===== src/rtl/modp_pkg.sv =====
// Shared constants and state encoding for the pseudo-Mersenne reducer.
package modp_pkg;

  localparam int W    = 255;
  localparam int C    = 19;
  localparam int IN_W = 2 * W;
  // 2^W - C written as (2^W - 1) - (C - 1) so it fits in W bits.
  localparam logic [W-1:0] P = {W{1'b1}} - W'(C - 1);

  typedef enum logic [2:0] {
    IDLE  = 3'd0,
    FOLD1 = 3'd1,
    FOLD2 = 3'd2,
    CSUB  = 3'd3,
    DONE  = 3'd4
  } redc_state_t;

endpackage


===== src/rtl/fold_c.sv =====
// Combinational pseudo-Mersenne fold: sum = lo + C*hi.
// C*hi is built by shift-add over the set bits of C (19h = 16h + 2h + h).
module fold_c #(
  parameter int W    = 255,
  parameter int C    = 19,
  parameter int HI_W = 255
) (
  input  logic [W-1:0]    lo,
  input  logic [HI_W-1:0] hi,
  output logic [HI_W+5:0] sum
);

  localparam logic [5:0] C_BITS = C[5:0];

  logic [HI_W+5:0] prod;

  // Shift-add multiply by the 6-bit constant, then add the low half.
  always_comb begin
    prod = '0;
    for (int i = 0; i < 6; i++) begin
      if (C_BITS[i]) prod = prod + ({6'b0, hi} << i);
    end
    sum = {{(HI_W + 6 - W){1'b0}}, lo} + prod;
  end

endmodule


===== src/rtl/reduce_modp_seq.sv =====
// Sequential reduction of a 2W-bit product modulo p = 2^W - C.
// Two registered folds bring the value below 2p, a final conditional
// subtract makes it canonical. One transaction in flight at a time.
//
//  state | meaning
//  IDLE  | waiting for in_valid, in_ready high
//  FOLD1 | r <= r_lo + C*r_hi (full W-bit upper half)
//  FOLD2 | r <= r_lo + C*r[W+5:W] (6-bit carry-out of FOLD1)
//  CSUB  | out_data <= r mod p via one conditional subtract
//  DONE  | out_valid held until out_ready
module reduce_modp_seq
  import modp_pkg::*;
#(
  parameter int W = modp_pkg::W,
  parameter int C = modp_pkg::C
) (
  input  logic           clk,
  input  logic           rst,
  input  logic           in_valid,
  output logic           in_ready,
  input  logic [2*W-1:0] in_data,
  output logic           out_valid,
  input  logic           out_ready,
  output logic [W-1:0]   out_data,
  output logic           busy
);

  localparam logic [W-1:0] P_MOD = {W{1'b1}} - W'(C - 1);

  redc_state_t state, state_n;

  logic [2*W-1:0] r;
  logic [W-1:0]   fold_hi;
  logic [W+5:0]   fold_sum;
  logic [W-1:0]   diff;
  logic           ge_p;

  assign in_ready = (state == IDLE);
  assign busy     = (state != IDLE);

  // FOLD1 folds the whole upper half; FOLD2 only the 6 bits it can leave behind.
  assign fold_hi = (state == FOLD1) ? r[2*W-1:W] : {{(W - 6){1'b0}}, r[W+5:W]};

  fold_c #(
    .W   (W),
    .C   (C),
    .HI_W(W)
  ) u_fold (
    .lo (r[W-1:0]),
    .hi (fold_hi),
    .sum(fold_sum)
  );

  // r < 2p here, so r - p fits in W bits and only the low half is needed.
  assign ge_p = (r >= {{W{1'b0}}, P_MOD});
  assign diff = r[W-1:0] - P_MOD;

  // State register.
  always_ff @(posedge clk or negedge rst) begin
    if (!rst) state <= IDLE;
    else      state <= state_n;
  end

  // Next-state logic: fixed three-step pipeline, then wait for the consumer.
  always_comb begin
    state_n = state;
    case (state)
      IDLE:    if (in_valid) state_n = FOLD1;
      FOLD1:   state_n = FOLD2;
      FOLD2:   state_n = CSUB;
      CSUB:    state_n = DONE;
      DONE:    if (out_ready) state_n = IDLE;
      default: state_n = IDLE;
    endcase
  end

  // Datapath: working register, output register and out_valid.
  always_ff @(posedge clk or negedge rst) begin
    if (!rst) begin
      r         <= '0;
      out_data  <= '0;
      out_valid <= 1'b0;
    end else begin
      case (state)
        IDLE: begin
          if (in_valid) r <= in_data;
        end
        FOLD1, FOLD2: begin
          r <= {{(W - 6){1'b0}}, fold_sum};
        end
        CSUB: begin
          out_data  <= ge_p ? diff : r[W-1:0];
          out_valid <= 1'b1;
        end
        DONE: begin
          if (out_ready) out_valid <= 1'b0;
        end
        default: ;
      endcase
    end
  end

endmodule

===== config.mk =====
export PLATFORM = sky130hd
export DESIGN_NAME = reduce_modp_seq
export DESIGN_NICKNAME = d
export VERILOG_FILES = /design/src/rtl/modp_pkg.sv /design/src/rtl/fold_c.sv /design/src/rtl/reduce_modp_seq.sv
export SDC_FILE = /design/constraint.sdc
export NUM_CORES = 2
export LEC_CHECK = 0
export CORE_MARGIN = 5
export CORE_UTILIZATION = 29
export DETAILED_ROUTE_END_ITERATION = 12
export MAX_ROUTING_LAYER = met4
export PLACE_DENSITY = 0.58
export SLEW_MARGIN = 25
export SYNTH_ARGS = -nofsm -noshare
export SYNTH_HDL_FRONTEND = slang
export SYNTH_SLANG_ARGS = --single-unit

===== constraint.sdc =====
create_clock -name clk -period 19.6 [get_ports clk]
set_input_delay 2.94 -clock clk [delete_from_list [all_inputs] [get_ports clk]]
set_output_delay 2.94 -clock clk [all_outputs]
set_load 0.02 [all_outputs]

==> flow_metrics.tcl <==
set metrics [dict create \
    io_pins 772 \
    multi_input_area_mm2 0.0463 \
    synth_top_cell_by_area "dfrtp_1" \
    cpPeakStageDelay_ps 810 \
    syn_area_per_cell_um2 7.77 \
    startpoint "state[0]$_DFFE_PN0P_" \
    async_reset_ff_share_pct 100 \
    num_rows 180 \
    stdcell_area_mm2 0.0839 \
    cts_num_sinks 769 \
    cts_hold_buf 0 \
    drcViolationCount 0 \
    layout_worst_path_cycle_share_pct 51.1 \
    synth_area_mm2 0.0701 \
    rsz0062_at_grt "no" \
    synth_compound_area_share_pct 17.9 \
    synth-seq-area-share_pct 27.5 \
    peakVddDrop_uv 179 \
    reg2reg_depth 23 \
    synth_adder_area_share_pct 15.9 \
    yosys_register_bits 769 \
    cts-root-buf "clkbuf_16" \
    cp_top_family "compound AO/OA/AOI/OAI gates" \
    cp_slowest_cell "a21oi_1" \
    viasPerCell 5.48 \
    syn-num-nets 10188 \
    area_growth_pct 19.7 \
    setup_tns_ps 0 \
    holdWs_ps 474 \
    synth.top_cells.by_area "dfrtp_1, fa_1, nand2_1" \
    worst_path_most_repeated_cell "a21oi_1" \
    core_mm2 0.241 \
    cts_resized 0 \
    synthMuxAreaShare_pct 0.0482 \
    cp_cell_sequence "nor2b_1, nor2b_4, buf_4, buf_4, nand2_1, fa_1, fa_1, inv_1, ha_1, a21oi_1, o21bai_1, a21oi_1, o21ai_0, a221oi_1, o2111ai_1, a21oi_1, o2111ai_1, nand2_1, o21ai_0, a21oi_1, o31ai_1, xnor2_1, a221oi_1" \
    htreeDepth 3 \
    start_util_pct 29.1 \
    io_buffers 771 \
    layout-drive-gt1-share_pct 3.73 \
    grt_pass1_wl_um 501000 \
    grt_pass1_vias 68188 \
    worst_slew_pin_slew_ps 1210 \
    dpl_cell_area_mm2 0.0805 \
    vias 69585 \
    hpwlAfterDp_um 296000 \
    routedWlPerCell_um 28.0 \
    dr.pass1.iters 8 \
    synth_top_area_share_pct 27.5 \
    die_x_um 502 \
    drtIter0Drc 6770 \
    cp_num_cells 23 \
    dieArea_mm2 0.252 \
    r2r_start "state[0]$_DFFE_PN0P_" \
    synth.most_common_cell "nand2_1" \
    netlist_top_cells_count "nand2_1, dfrtp_1, o21ai_0, inv_1, a21oi_1" \
    power.density_mw_per_mm2 224 \
    clk_path_buf_depth 3 \
    cp_max_fo 70 \
    tritoncts "yes" \
    grt_max_degree 156 \
    fmax_mhz 99.8 \
    final.setup_skew_ps 78.7 \
    worstPathRequired_ps 20260 \
    antenna_found_initial 29 \
    path_buf_inv 3 \
    synth_edf_count 0 \
    r2r_slack_ps 9580 \
    drt-total-wl_um 355000 \
    worstSetupEndpoint "r[229]$_DFFE_PN0P_" \
    nets 10570 \
    hold_viol_final 0 \
    endpoint_kind "flop" \
    min_path_type "flop to flop" \
    synthSimpleGateAreaFrac_pct 22.4 \
    antenna_left 0 \
    maxCapViolCount 0 \
    yosys_warnings 0 \
    syn-instance-count 9021 \
    path_class "flop to flop" \
    grt.total_usage_pct 28.1 \
    synth.distinct_cells 81 \
    timing.rr.end "r[229]$_DFFE_PN0P_" \
    worst_setup_path_start_kind "flop" \
    chipHeight_um 502 \
    crit_arrival_ps 10680 \
    synth_top_family_by_area "simple AND/OR/NAND/NOR gates" \
    setup-violations-final 0 \
    place_congestion 1.01 \
    clk_pin_slew_ps 60 \
    min_period_ps 10020 \
    synth-xor-area-share_pct 9.66 \
    clkLatencyLatePin_ps 790 \
    regArea_mm2 0.0192 \
    relSlewSlack_pct 18.1 \
    p_leak_nw 36.0 \
    fillers 25329 \
    status "finished, final reports clean" \
    drv_slew 0 \
    grt-ovfl-total 0 \
    yosys_most_used_dff "dfrtp_1" \
    cts_buffers 96 \
    post_cts_buffers 0 \
]
-- where the power goes --
part | switching (mW) | leakage (nW) | internal [mW]
combinational | 9.11 | 24.9 | 4.39
sequential | 1.06 | 9.51 | 2.35
clock | 0.811 | 1.60 | 1.08
total | 11.0 | 36.0 | 7.83
-- stage by stage --
step	util (%)	total power [mW]	worst slack [ps]	std cells
4_1_cts	34.8	18.7	9760	12668
3_5_place_dp	33.4	16.7	9850	12489
6_report	34.9	18.8	9580	12692
3_3_place_gp	33.4	16.7	9860	12489
5_1_grt	34.9	20.1	9190	12688
2_1_floorplan	-	11.7	12900	9021
-- sequential cells by signal (all words and copies together), names as in the netlist --
name	flops
r	510
out_valid	1
state	3
out_data	255
-- worst reg2reg max path, stage by stage, from the launching register on --
cell	delay, ps
dfrtp_1	520
nor2b_1	550
nor2b_4	450
buf_4	570
buf_4	730
nand2_1	380
fa_1	560
fa_1	540
inv_1	50
ha_1	410
a21oi_1	340
o21bai_1	100
a21oi_1	310
o21ai_0	260
a221oi_1	540
o2111ai_1	210
a21oi_1	810
o2111ai_1	650
nand2_1	480
o21ai_0	240
a21oi_1	510
o31ai_1	200
xnor2_1	200
a221oi_1	290
-- worst min-delay path by stage --
stage                                         start                   endpoint  slack (ps)  cells after the start
final                      out_data[24]$_DFFE_PN0P_   out_data[24]$_DFFE_PN0P_         470                      2
after global routing      out_data[189]$_DFFE_PN0P_  out_data[189]$_DFFE_PN0P_         500                      2
after CTS                  out_data[24]$_DFFE_PN0P_   out_data[24]$_DFFE_PN0P_         480                      2
after detailed placement   out_data[24]$_DFFE_PN0P_   out_data[24]$_DFFE_PN0P_         470                      2
after global placement    out_data[253]$_DFFE_PN0P_  out_data[253]$_DFFE_PN0P_         460                      2
after floorplan                  r[317]$_DFFE_PN0P_         r[317]$_DFFE_PN0P_         450                      2
-- area by class of cell --
| class | instances | share of cell area [%] |
|---|---|---|
| antenna | 23 | 0.0686 |
| clock buffer | 132 | 3.25 |
| clock inverter | 47 | 0.677 |
| inverter | 668 | 2.99 |
| multi-input combinational | 7010 | 55.2 |
| sequential | 769 | 22.9 |
| tap | 3185 | 4.75 |
| timing repair buffer | 858 | 10.1 |
-- layer usage --
metal  share of wire [%]  GRT usage (%)  vias up
met1                  44           37.6    34505
met3                 7.5           5.47      514
met4                 5.0           11.8        0
met2                  43           41.4     2863
met5                   0              -        -
li1                    -              -    31703
-- placed cells by master, fill, tap and decap left out, drive strengths merged, types with 57 or more instances in the layout --
master | Yosys | final
a21o | 133 | 133
a21oi | 580 | 580
a221oi | 80 | 80
a31oi | 57 | 57
and3 | 59 | 59
buf | 34 | 88
clkbuf | 540 | 132
clkdlybuf4s50 | 0 | 770
dfrtp | 769 | 769
fa | 356 | 356
ha | 297 | 297
inv | 668 | 676
nand2 | 1728 | 1728
nand3 | 402 | 402
nand4 | 241 | 241
nor2 | 482 | 482
nor3 | 199 | 199
nor4 | 125 | 125
o21ai | 735 | 735
o21bai | 101 | 101
o221ai | 67 | 67
o22ai | 87 | 87
xnor2 | 520 | 520
xor2 | 253 | 253
-- cell families (layout without fill, tap and decap cells) --
family                   after synthesis  after routing
AND/OR/NAND/NOR                     3469           3469
AO/OA/AOI/OAI                       2084           2084
buffers and inverters               1242           1705
multiplexers                           3              3
XOR/XNOR                             773            773
adder cells (fa/ha/maj)              681            681
other                                  0             23
flip-flops                           769            769
(Power assumes the default switching activity.)
